### src/rtl/core_writeback_pkg.sv
// Shared core constants and the write-source encoding used for debug tracing.
package core_writeback_pkg;

  localparam int unsigned RegCount   = 16;
  localparam int unsigned RegSize    = 8;
  localparam int unsigned RegPtrSize = 4;

  // Which source drove the register-file write port in a given cycle.
  typedef enum logic [1:0] {
    WB_NONE   = 2'd0,
    WB_ALU    = 2'd1,
    WB_FIFO   = 2'd2,
    WB_BYPASS = 2'd3
  } wb_src_e;

  // Load-sourced writes are the only ones that retire a pending-load bit.
  function automatic logic is_load_src(wb_src_e src);
    return (src == WB_FIFO) || (src == WB_BYPASS);
  endfunction

endpackage

### src/rtl/wb_fifo.sv
// Parameterised synchronous FIFO holding load returns that lost arbitration.
module wb_fifo #(
  parameter int unsigned Depth = 4,
  parameter int unsigned Width = 12,
  localparam int unsigned PtrW = $clog2(Depth),
  localparam int unsigned CntW = PtrW + 1
) (
  input  logic            clk,
  input  logic            reset,
  input  logic            push,
  input  logic [Width-1:0] push_data,
  input  logic            pop,
  output logic [Width-1:0] pop_data,
  output logic            full,
  output logic            empty,
  output logic [CntW-1:0] count
);

  localparam logic [CntW-1:0] DepthCnt = CntW'(Depth);

  logic [Width-1:0] mem_q [Depth];
  logic [PtrW-1:0]  wr_ptr_q, wr_ptr_d;
  logic [PtrW-1:0]  rd_ptr_q, rd_ptr_d;
  logic [CntW-1:0]  count_q, count_d;

  // Pointer and occupancy next-state; power-of-two depth lets pointers wrap naturally.
  always_comb begin
    wr_ptr_d = wr_ptr_q;
    rd_ptr_d = rd_ptr_q;
    if (push) wr_ptr_d = wr_ptr_q + PtrW'(1);
    if (pop)  rd_ptr_d = rd_ptr_q + PtrW'(1);
    count_d = count_q + CntW'(push) - CntW'(pop);
  end

  // Control state, cleared by asynchronous reset.
  always_ff @(posedge clk or negedge reset) begin
    if (!reset) begin
      wr_ptr_q <= '0;
      rd_ptr_q <= '0;
      count_q  <= '0;
    end else begin
      wr_ptr_q <= wr_ptr_d;
      rd_ptr_q <= rd_ptr_d;
      count_q  <= count_d;
    end
  end

  // Storage array; contents need no reset since count gates visibility.
  always_ff @(posedge clk) begin
    if (push) mem_q[wr_ptr_q] <= push_data;
  end

  assign pop_data = mem_q[rd_ptr_q];
  assign full     = (count_q == DepthCnt);
  assign empty    = (count_q == '0);
  assign count    = count_q;

endmodule

### src/rtl/core_writeback.sv
// Register-file write arbiter: merges ALU results and load returns onto one
// write port, buffers colliding loads, and tracks pending-load registers.
module core_writeback
  import core_writeback_pkg::*;
#(
  parameter int unsigned CORE_NUM     = 0,
  parameter int unsigned FIFO_DEPTH   = 4,
  parameter int unsigned REG_COUNT    = RegCount,
  parameter int unsigned REG_SIZE     = RegSize,
  parameter int unsigned REG_PTR_SIZE = RegPtrSize
) (
  input  logic                    clk,
  input  logic                    reset,
  input  logic                    alu_valid,
  input  logic [REG_PTR_SIZE-1:0] alu_dst,
  input  logic [REG_SIZE-1:0]     alu_data,
  input  logic                    mem_valid,
  output logic                    mem_ready,
  input  logic [REG_PTR_SIZE-1:0] mem_dst,
  input  logic [REG_SIZE-1:0]     mem_data,
  input  logic                    ld_issue,
  input  logic [REG_PTR_SIZE-1:0] ld_issue_dst,
  input  logic [REG_PTR_SIZE-1:0] FD_insn_src_0,
  input  logic [REG_PTR_SIZE-1:0] FD_insn_src_1,
  output logic                    fd_stall,
  output logic                    MW_we,
  output logic [REG_PTR_SIZE-1:0] MW_insn_dst,
  output logic [REG_SIZE-1:0]     W_result
);

  localparam int unsigned CntW   = $clog2(FIFO_DEPTH) + 1;
  localparam int unsigned EntryW = REG_PTR_SIZE + REG_SIZE;
  localparam logic [CntW-1:0] DepthCnt = CntW'(FIFO_DEPTH);

  // FIFO interface
  logic                    fifo_push;
  logic                    fifo_pop;
  logic [EntryW-1:0]       fifo_rdata;
  logic                    fifo_full;
  logic                    fifo_empty;
  logic [CntW-1:0]         fifo_count;
  logic [REG_PTR_SIZE-1:0] head_dst;
  logic [REG_SIZE-1:0]     head_data;

  // Arbitration results
  logic                    mem_xfer;
  wb_src_e                 wb_src_d, wb_src_q;
  logic [REG_PTR_SIZE-1:0] wr_dst;
  logic [REG_SIZE-1:0]     wr_data;
  logic [CntW-1:0]         count_after;
  logic                    mem_ready_d, mem_ready_q;

  // Registered write port and scoreboard
  logic [REG_PTR_SIZE-1:0] dst_q;
  logic [REG_SIZE-1:0]     data_q;
  logic [REG_COUNT-1:0]    pend_d, pend_q;

  wb_fifo #(
    .Depth (FIFO_DEPTH),
    .Width (EntryW)
  ) u_fifo (
    .clk       (clk),
    .reset     (reset),
    .push      (fifo_push),
    .push_data ({mem_dst, mem_data}),
    .pop       (fifo_pop),
    .pop_data  (fifo_rdata),
    .full      (fifo_full),
    .empty     (fifo_empty),
    .count     (fifo_count)
  );

  assign {head_dst, head_data} = fifo_rdata;

  // The full term is redundant with registered ready; it keeps a push off a full buffer
  // even if the ready path is ever changed.
  assign mem_xfer = mem_valid && mem_ready_q && !fifo_full;

  // Write select: ALU > FIFO head > bypass. A load that cannot be written now is buffered
  // behind any older buffered loads so returns retire in acceptance order.
  always_comb begin
    wb_src_d  = WB_NONE;
    wr_dst    = '0;
    wr_data   = '0;
    fifo_push = 1'b0;
    fifo_pop  = 1'b0;
    if (alu_valid) begin
      wb_src_d  = WB_ALU;
      wr_dst    = alu_dst;
      wr_data   = alu_data;
      fifo_push = mem_xfer;
    end else if (!fifo_empty) begin
      wb_src_d  = WB_FIFO;
      wr_dst    = head_dst;
      wr_data   = head_data;
      fifo_pop  = 1'b1;
      fifo_push = mem_xfer;
    end else if (mem_xfer) begin
      wb_src_d  = WB_BYPASS;
      wr_dst    = mem_dst;
      wr_data   = mem_data;
    end
  end

  // Ready is registered from post-push/pop occupancy, so it can never admit an overflow.
  always_comb begin
    count_after = fifo_count + CntW'(fifo_push) - CntW'(fifo_pop);
    mem_ready_d = (count_after < DepthCnt);
  end

  // Scoreboard next-state: clear on a load write, then set on issue so a newer load wins.
  always_comb begin
    pend_d = pend_q;
    if (is_load_src(wb_src_d)) pend_d[wr_dst] = 1'b0;
    if (ld_issue)              pend_d[ld_issue_dst] = 1'b1;
  end

  // Registered write port, ready flag and scoreboard.
  always_ff @(posedge clk or negedge reset) begin
    if (!reset) begin
      wb_src_q    <= WB_NONE;
      dst_q       <= '0;
      data_q      <= '0;
      mem_ready_q <= 1'b1;
      pend_q      <= '0;
    end else begin
      wb_src_q    <= wb_src_d;
      dst_q       <= wr_dst;
      data_q      <= wr_data;
      mem_ready_q <= mem_ready_d;
      pend_q      <= pend_d;
    end
  end

  assign MW_we       = (wb_src_q != WB_NONE);
  assign MW_insn_dst = dst_q;
  assign W_result    = data_q;
  assign mem_ready   = mem_ready_q;
  assign fd_stall    = pend_q[FD_insn_src_0] | pend_q[FD_insn_src_1];

  // A buffered return must never be dropped: pushes only land on a non-full buffer.
  assert property (@(posedge clk) disable iff (!reset) !(fifo_push && fifo_full))
    else $error("core_writeback[%0d]: push into full load buffer", CORE_NUM);

endmodule

### config.mk
export PLATFORM = sky130hd
export DESIGN_NAME = core_writeback
export DESIGN_NICKNAME = d
export VERILOG_FILES = /design/src/rtl/core_writeback_pkg.sv /design/src/rtl/wb_fifo.sv /design/src/rtl/core_writeback.sv
export SDC_FILE = /design/constraint.sdc
export NUM_CORES = 1
export LEC_CHECK = 0
export BUFFER_PORTS_ARGS = -buffer_cell sky130_fd_sc_hd__buf_2
export CAP_MARGIN = 5
export CORE_MARGIN = 2
export CORE_UTILIZATION = 55
export CTS_CLUSTER_DIAMETER = 30
export DETAILED_ROUTE_END_ITERATION = 7
export MAX_ROUTING_LAYER = met4
export PLACE_DENSITY = 0.77
export SYNTH_ARGS = -nofsm -noshare
export SYNTH_HDL_FRONTEND = slang
export SYNTH_SLANG_ARGS = --single-unit
### constraint.sdc
create_clock -name clk -period 3.32 [get_ports clk]
set_input_delay 0.664 -clock clk [delete_from_list [all_inputs] [get_ports clk]]
set_output_delay 0.664 -clock clk [all_outputs]
set_load 0.03 [all_outputs]
==> results of run 1 <==
[area by class of cell]
class	count	area, um^2
Clock inverter	5	33.8
Sequential cell	86	2390
Inverter	11	43.8
Tap cell	80	100
Fill cell	508	2390
Timing Repair Buffer	58	298
Multi-Input combinational cell	147	1350
Clock buffer	11	151
[path summary, 6_finish.rpt]
kind                                    start        endpoint  cells after the start
min in group clk                  alu_data[5]     W_result[5]                      3
min                                     reset       pend_q[8]                      1
max in group asynchronous               reset  MW_insn_dst[0]                      1
min reg2reg                        pend_q[15]      pend_q[15]                      1
max reg2reg                u_fifo.rd_ptr_q[0]       pend_q[9]                      6
max                          FD_insn_src_0[0]        fd_stall                      5
[power groups by stage]
stage / logic [mW] / clock network (mW) / registers [mW]
floorplan: 0.913 / 0 / 1.68
global placement: 1.24 / 0 / 1.66
detailed placement: 1.28 / 0 / 1.68
CTS: 1.29 / 0.676 / 1.65
global route: 1.40 / 0.716 / 1.68
finish: 1.27 / 0.670 / 1.65
[cell families after synthesis]
group / Yosys count
AO/OA/AOI/OAI: 51
XOR/XNOR: 5
adder cells (fa/ha/maj): 7
buffers and inverters: 20
flip-flops: 86
multiplexers: 27
AND/OR/NAND/NOR: 57
[critical path: stages]
cell                     delay, ns
sky130_fd_sc_hd__buf_2        0.15
sky130_fd_sc_hd__mux4_2       0.50
sky130_fd_sc_hd__mux4_2       0.48
sky130_fd_sc_hd__or2_1        0.24
sky130_fd_sc_hd__buf_2        0.18
[state kept, by name, indices dropped and copies added, names as in the netlist]
signal,cells
MW_insn_dst,4
pend_q,16
mem_ready,1
u_fifo.rd_ptr_q,2
u_fifo.count,3
wb_src_q,2
u_fifo.wr_ptr_q,2
W_result,8
u_fifo.mem_q,48
[per-layer routing]
layer | share of wire [%] | GRT usage, % | vias up
li1 | - | - | 1095
met1 | 44 | 28.1 | 1113
met2 | 48 | 32.4 | 82
met3 | 5.8 | 4.08 | 14
met4 | 2.1 | 9.79 | 0
met5 | 0 | - | -
[stage by stage]
stage,cell area (um^2),power (mW)
after floorplan,3830,2.59
after global placement,4180,2.90
after detailed placement,4180,2.96
after CTS,4370,3.62
after global routing,4370,3.79
final,4370,3.59
[synth_stat cells, types with 3 or more instances]
library cell | count | area, um^2
sky130_fd_sc_hd__edfxtp_1 | 48 | 1440
sky130_fd_sc_hd__dfrtp_1 | 37 | 926
sky130_fd_sc_hd__mux4_2 | 22 | 495
sky130_fd_sc_hd__o21ai_1 | 18 | 90.1
sky130_fd_sc_hd__nand2_1 | 13 | 48.8
sky130_fd_sc_hd__o31ai_1 | 12 | 90.1
sky130_fd_sc_hd__and3_1 | 11 | 68.8
sky130_fd_sc_hd__a21oi_1 | 8 | 40.0
sky130_fd_sc_hd__inv_1 | 7 | 26.3
sky130_fd_sc_hd__ha_1 | 6 | 75.1
sky130_fd_sc_hd__nand3_1 | 6 | 30.0
sky130_fd_sc_hd__and2_1 | 5 | 31.3
sky130_fd_sc_hd__clkbuf_1 | 5 | 18.8
sky130_fd_sc_hd__nand2b_1 | 5 | 31.3
sky130_fd_sc_hd__nor2_1 | 4 | 15.0
sky130_fd_sc_hd__o21ai_0 | 4 | 20.0
sky130_fd_sc_hd__o2bb2ai_1 | 4 | 35.0
sky130_fd_sc_hd__xnor2_1 | 4 | 35.0
sky130_fd_sc_hd__buf_2 | 3 | 15.0
sky130_fd_sc_hd__inv_2 | 3 | 11.3
sky130_fd_sc_hd__mux2i_1 | 3 | 30.0
sky130_fd_sc_hd__nand3b_1 | 3 | 22.5
==> results.py, run 1 <==
metrics = {
    "synthesis": {
        "post_synth_instance_area_um2": 3830,
        "synth_cell_types": 41,
        "postSynthNetCount": 301,
        "synth_compound_gate_area_share_pct": 8.66,
        "ys_async_sr_fraction_pct": 44.2,
        "synth_top_flop_cell": "sky130_fd_sc_hd__edfxtp_1",
        "yosysWarnings": 0,
        "post_synth.cell_area_avg_um2": 15.1,
        "synth_mux_area_share_pct": 14.3,
        "synth_top_family_by_area": "multiplexers",
        "synth_enable_flop_cells": 48,
        "sequential_to_total_area_share_from_yosys_stat_pct": 62.5,
        "synth_simple_gate_area_share_pct": 8.56,
        "synth.ff_latch_count": 86,
        "synth_fa_ha_area_share_pct": 2.48,
        "post_synth_xor_area_fraction_pct": 1.14,
        "syn_inst": 253,
    },
    "detailed_routing": {
        "vias": 2304,
        "drt_first_pass_iters": 4,
        "post-route-drc-count": 0,
        "postRouteAntennaNets": 0,
        "detail_route.iter0.violations": 116,
        "post_detailed_route_wirelength_per_cell_um": 18.4,
        "postRouteWirelength_mm": 7.32,
        "via_per_inst": 5.79,
    },
    "clocking": {
        "post_cts_hold_buffer_count": 0,
        "post-cts-setup-buffers": 0,
        "worst_setup_hold_path_clk_slew_ns": 0.08,
        "cts_root_buf": "sky130_fd_sc_hd__clkbuf_8",
        "clk_latency_ns": 0.35,
        "cts_repair_resize_count": 0,
        "cts-buffers-inserted": 9,
        "htree_levels": 3,
        "max-clock-path-buffers": 2,
        "tritoncts_clock_tree": "done",
        "cts_sinks": 86,
    },
    "power_and_ir_drop": {
        "internal-power_mw": 2.34,
        "highest_ir_drop_seen_on_vdd_uv": 385,
        "clock_power_share_pct": 18.6,
        "power_density_nw_per_um2": 823,
        "leakage_power_nw": 1.72,
        "power.combinational.fraction_pct": 35.5,
        "switching_share_of_total_power_pct": 35.0,
        "power_switching_mw": 1.26,
        "pwr-share-seq_pct": 45.9,
    },
    "die": {
        "fp.dieW_um": 87.4,
        "initial_core_util_pct": 56.7,
        "rows": 30,
        "io_pins": 56,
        "core_region_area_um2": 6760,
        "floorplan.die_area_um2": 7640,
        "die_y_um": 87.4,
    },
    "place": {
        "place_worst_setup_slack_ns": 0.425,
        "gpl.final_weighted_congestion": 0.915,
        "place.detailed.instances": 382,
        "count_of_buffers_inserted_at_the_top_level_ports": 55,
        "dp_hpwl_mm": 5.26,
    },
    "layout": {
        "layout-drive-gt1-share_pct": 35.2,
        "area_growth_syn_to_layout_pct": 14.1,
        "final_cell_mix": "sky130_fd_sc_hd__buf_2 (55), sky130_fd_sc_hd__edfxtp_1 (48), sky130_fd_sc_hd__dfrtp_1 (37), sky130_fd_sc_hd__mux4_2 (22), sky130_fd_sc_hd__o21ai_1 (18)",
        "stdcell_count": 398,
        "num-nets-final": 361,
        "final_core_utilization_pct": 64.6,
        "mostFrequentLayoutCell": "sky130_fd_sc_hd__buf_2",
        "antenna_diode_count": 0,
    },
    "timing": {
        "setup_tns_ns": 0,
        "worst_pin_slew_ns": 0.833,
        "worst_clock_skew_ns": 0.00644,
        "grt_setup_unrepaired": "false",
        "max_freq_mhz": 347,
        "fin_crit_sh_pct": 86.7,
        "slew_limit_fails": 0,
        "worst_slew_margin_rel_pct": 44.5,
        "timing.hold.ws_ns": 0.408,
        "fin_ws_ns": 0.442,
        "hold_violations": 0,
        "final_period_minus_worst_setup_slack_ns": 2.88,
        "timing.final.setup_violations": 0,
    },
    "critical_path": {
        "timing_worst_setup_path_type": "in -> out",
        "worstPathRequired_ns": 2.66,
        "end_kind": "output port",
        "critical_path_peak_fanout": 4,
        "rrSetupSlack_ns": 0.86,
        "timing.critical_path.from_type": "input pin",
        "timing.critical_path.arrival_ns": 2.21,
    },
    "global_route": {
        "maximum_number_of_pins_on_one_net_before_global_route_repair": 39,
        "overflow": 0,
        "global_route_wire_length_before_repair_mm": 11.6,
        "antenna_found_initial": 0,
        "number_of_global_route_vias_before_repair": 2340,
        "gr-usage-all-layers_pct": 21.3,
    },
    "run_status": {
        "run_status": "complete, no violations",
    },
    "min_path": {
        "hp-class": "in -> async",
    },
    "run": {
        "maximum_capacitance_violations": 0,
    },
}
Note: power is estimated with default switching activity, not from simulation.
==> run 2: changes to the inputs <==
--- a/config.mk
+++ b/config.mk
@@ -11,8 +11,10 @@
 export CORE_UTILIZATION = 55
 export CTS_CLUSTER_DIAMETER = 30
 export DETAILED_ROUTE_END_ITERATION = 7
+export GPL_TIMING_DRIVEN = 0
 export MAX_ROUTING_LAYER = met4
 export PLACE_DENSITY = 0.77
 export SYNTH_ARGS = -nofsm -noshare
 export SYNTH_HDL_FRONTEND = slang
+export SYNTH_HIERARCHICAL = 1
 export SYNTH_SLANG_ARGS = --single-unit
==> run 2 against run 1 <==
Die area rose by 3.9%; register-to-register slack improved by 0.11 ns; utilization fell by 0.85 points; cell count rose by 12%; critical path depth rose by 1; first-iteration DRC count rose by 23%; synthesized area rose by 4.2%; sequential power fell by 4%; power rose by 0.78%; maximum frequency rose by 8.7%; hold slack improved by 0.0027 ns; via count rose by 7.2%.
==> results.py, run 2 <==
metrics = {
    "synthesis": {
        "synthDominantAreaCellType": "sky130_fd_sc_hd__edfxtp_1",
        "syn_inst": 277,
        "yosysWarnings": 6,
        "synth.ff_latch_count": 86,
        "yosysMostFrequentCell": "sky130_fd_sc_hd__edfxtp_1",
        "synth_cell_types": 52,
        "synth_top_flop_cell": "sky130_fd_sc_hd__edfxtp_1",
        "post_synth.cell_area_avg_um2": 14.4,
        "sequential_to_total_area_share_from_yosys_stat_pct": 60.0,
        "synth_enable_flop_cells": 48,
        "largest_cells_by_area_after_synthesis": "sky130_fd_sc_hd__edfxtp_1 (36%), sky130_fd_sc_hd__dfrtp_1 (23%), sky130_fd_sc_hd__mux4_2 (9.0%)",
        "yosys_top_cell_area_share_pct": 36.1,
        "post_synth_instance_area_um2": 3990,
        "postSynthNetCount": 327,
        "ys_async_sr_fraction_pct": 44.2,
        "synth_commonest_cells": "sky130_fd_sc_hd__edfxtp_1 (48), sky130_fd_sc_hd__dfrtp_1 (37), sky130_fd_sc_hd__o21ai_1 (23), sky130_fd_sc_hd__o21ai_0 (21), sky130_fd_sc_hd__mux4_2 (16)",
    },
    "clocking": {
        "cts_sinks": 86,
        "clk_latency_ns": 0.35,
        "max-clock-path-buffers": 2,
        "post-cts-setup-buffers": 0,
        "cts_repair_resize_count": 0,
        "post_cts_hold_buffer_count": 0,
        "cts_root_buf": "sky130_fd_sc_hd__clkbuf_8",
        "cts-buffers-inserted": 9,
        "tritoncts_clock_tree": "done",
        "htree_levels": 3,
        "worst_setup_hold_path_clk_slew_ns": 0.08,
    },
    "run_status": {
        "run_status": "complete, no violations",
    },
    "detailed_routing": {
        "via_per_inst": 5.53,
        "post-route-drc-count": 0,
        "postRouteAntennaNets": 0,
        "detail_route.iter0.violations": 143,
        "vias": 2471,
        "postRouteWirelength_mm": 7.33,
        "post_detailed_route_wirelength_per_cell_um": 16.4,
        "drt_first_pass_iters": 4,
    },
    "power_and_ir_drop": {
        "power_density_nw_per_um2": 796,
        "highest_ir_drop_seen_on_vdd_uv": 495,
        "leakage_power_nw": 1.82,
    },
    "timing": {
        "worst_clock_skew_ns": 0.00723,
        "final_period_minus_worst_setup_slack_ns": 2.65,
        "max_freq_mhz": 378,
        "slew_limit_fails": 0,
        "grt_setup_unrepaired": "false",
        "worst_pin_slew_ns": 0.849,
        "hold_violations": 0,
        "timing.hold.ws_ns": 0.411,
        "setup_tns_ns": 0,
        "worst_slew_margin_rel_pct": 43.4,
        "timing.final.setup_violations": 0,
        "fin_crit_sh_pct": 79.7,
    },
    "layout": {
        "antenna_diode_count": 0,
        "multi_input_area_um2": 1450,
        "layout.filler_cells": 555,
        "max_flop_register": "u_fifo/mem_q",
        "area_growth_syn_to_layout_pct": 14.2,
        "final_cell_mix": "sky130_fd_sc_hd__buf_2 (56), sky130_fd_sc_hd__edfxtp_1 (48), sky130_fd_sc_hd__dfrtp_1 (37), sky130_fd_sc_hd__o21ai_1 (23), sky130_fd_sc_hd__o21ai_0 (21)",
        "largest_register_ffs": 48,
        "mostFrequentLayoutCell": "sky130_fd_sc_hd__buf_2",
        "num-nets-final": 393,
        "register_area_um2": 2390,
        "layout-drive-gt1-share_pct": 31.3,
        "stdcell_count": 447,
        "post-route-cell-area_um2": 4550,
    },
    "critical_path": {
        "worstPathRequired_ns": 2.66,
        "timing.critical_path.from_type": "input pin",
        "critical_path_peak_fanout": 4,
        "timing_worst_setup_path_type": "in -> out",
        "rrSetupSlack_ns": 0.97,
        "end_kind": "output port",
        "timing.critical_path.arrival_ns": 1.98,
    },
    "min_path": {
        "hp-class": "in -> async",
    },
    "die": {
        "floorplan.die_area_um2": 7950,
        "rows": 31,
        "initial_core_util_pct": 55.9,
        "core_region_area_um2": 7140,
        "die_y_um": 89.1,
        "io_pins": 56,
        "fp.dieW_um": 89.1,
    },
    "global_route": {
        "global_route_wire_length_before_repair_mm": 11.6,
        "gr-usage-all-layers_pct": 20.8,
        "maximum_number_of_pins_on_one_net_before_global_route_repair": 39,
        "antenna_found_initial": 0,
        "number_of_global_route_vias_before_repair": 2434,
        "overflow": 0,
    },
    "run": {
        "maximum_capacitance_violations": 0,
    },
    "place": {
        "place.detailed.instances": 431,
        "gpl.final_weighted_congestion": 0.808,
        "placed_area_um2": 4390,
        "dp_hpwl_mm": 5.25,
        "count_of_buffers_inserted_at_the_top_level_ports": 55,
    },
}
==> run 2: cell count changes after synthesis, moves of 5 or more <==
cell,change
sky130_fd_sc_hd__o21ai_0,+17
sky130_fd_sc_hd__o31ai_1,-12
sky130_fd_sc_hd__and3_1,-10
sky130_fd_sc_hd__nor2b_1,+9
sky130_fd_sc_hd__inv_1,+7
sky130_fd_sc_hd__mux4_2,-6
sky130_fd_sc_hd__o21ai_1,+5
==> run 2: worst paths after layout <==
check	endpoint	from	depth (start not counted)
min in group clk	W_result[7]	alu_data[7]	3
min	pend_q[8]	reset	1
max	fd_stall	FD_insn_src_1[0]	6
min reg2reg	pend_q[9]	pend_q[9]	2
max in group asynchronous	u_fifo/wr_ptr_q[1]	reset	1
max reg2reg	u_fifo/mem_q[3][9]	u_fifo/count[1]	5
==> run 2: kinds of logic after synthesis <==
logic type | after synthesis | synth area share (%)
xor gates and xnor gates | 7 | 1.54
adders and majority gates | 9 | 3.01
DFF | 86 | 60.0
AOI/OAI and AO/OA | 65 | 9.35
muxes | 24 | 12.7
buffers and inverters | 24 | 3.64
and+or+nand+nor | 62 | 9.70
==> run 2: critical path: stages <==
cell	delay (ns)
sky130_fd_sc_hd__buf_2	0.15
sky130_fd_sc_hd__mux4_2	0.52
sky130_fd_sc_hd__mux2_2	0.27
sky130_fd_sc_hd__o21ai_0	0.14
sky130_fd_sc_hd__nand2_1	0.06
sky130_fd_sc_hd__buf_2	0.17
==> run 2: layout make-up <==
type	instances	area share, %
Clock buffer	11	2.89
Tap cell	99	2.72
Clock inverter	5	0.742
Buffer	10	2.03
Inverter	14	1.15
Sequential cell	86	52.6
Multi-Input combinational cell	167	31.8
Timing Repair Buffer	55	6.05
==> run 2: routing by layer <==
layer,global-route usage [%],routed length (um),up-vias
met5,-,0,-
met4,9.09,148,0
met3,3.88,308,14
met2,34.1,3810,57
met1,25.4,3070,1234
li1,-,-,1166
==> run 2: report_power, final <==
part           leakage (nW)  internal (mW)  total, mW  switching (mW)
Clock                0.0818          0.274      0.633           0.359
Sequential            0.888           1.43       1.58           0.152
Combinational         0.848          0.668       1.41           0.740
Total                  1.82           2.37       3.62            1.25
==> run 2: stage by stage <==
step	setup slack (ns)	power, mW	utilization, %
3_3_place_gp	0.661	2.96	61.5
3_5_place_dp	0.655	3.02	61.5
5_1_grt	0.596	3.87	63.8
6_report	0.672	3.62	63.8
4_1_cts	0.657	3.65	63.8
2_1_floorplan	0.937	2.66	-
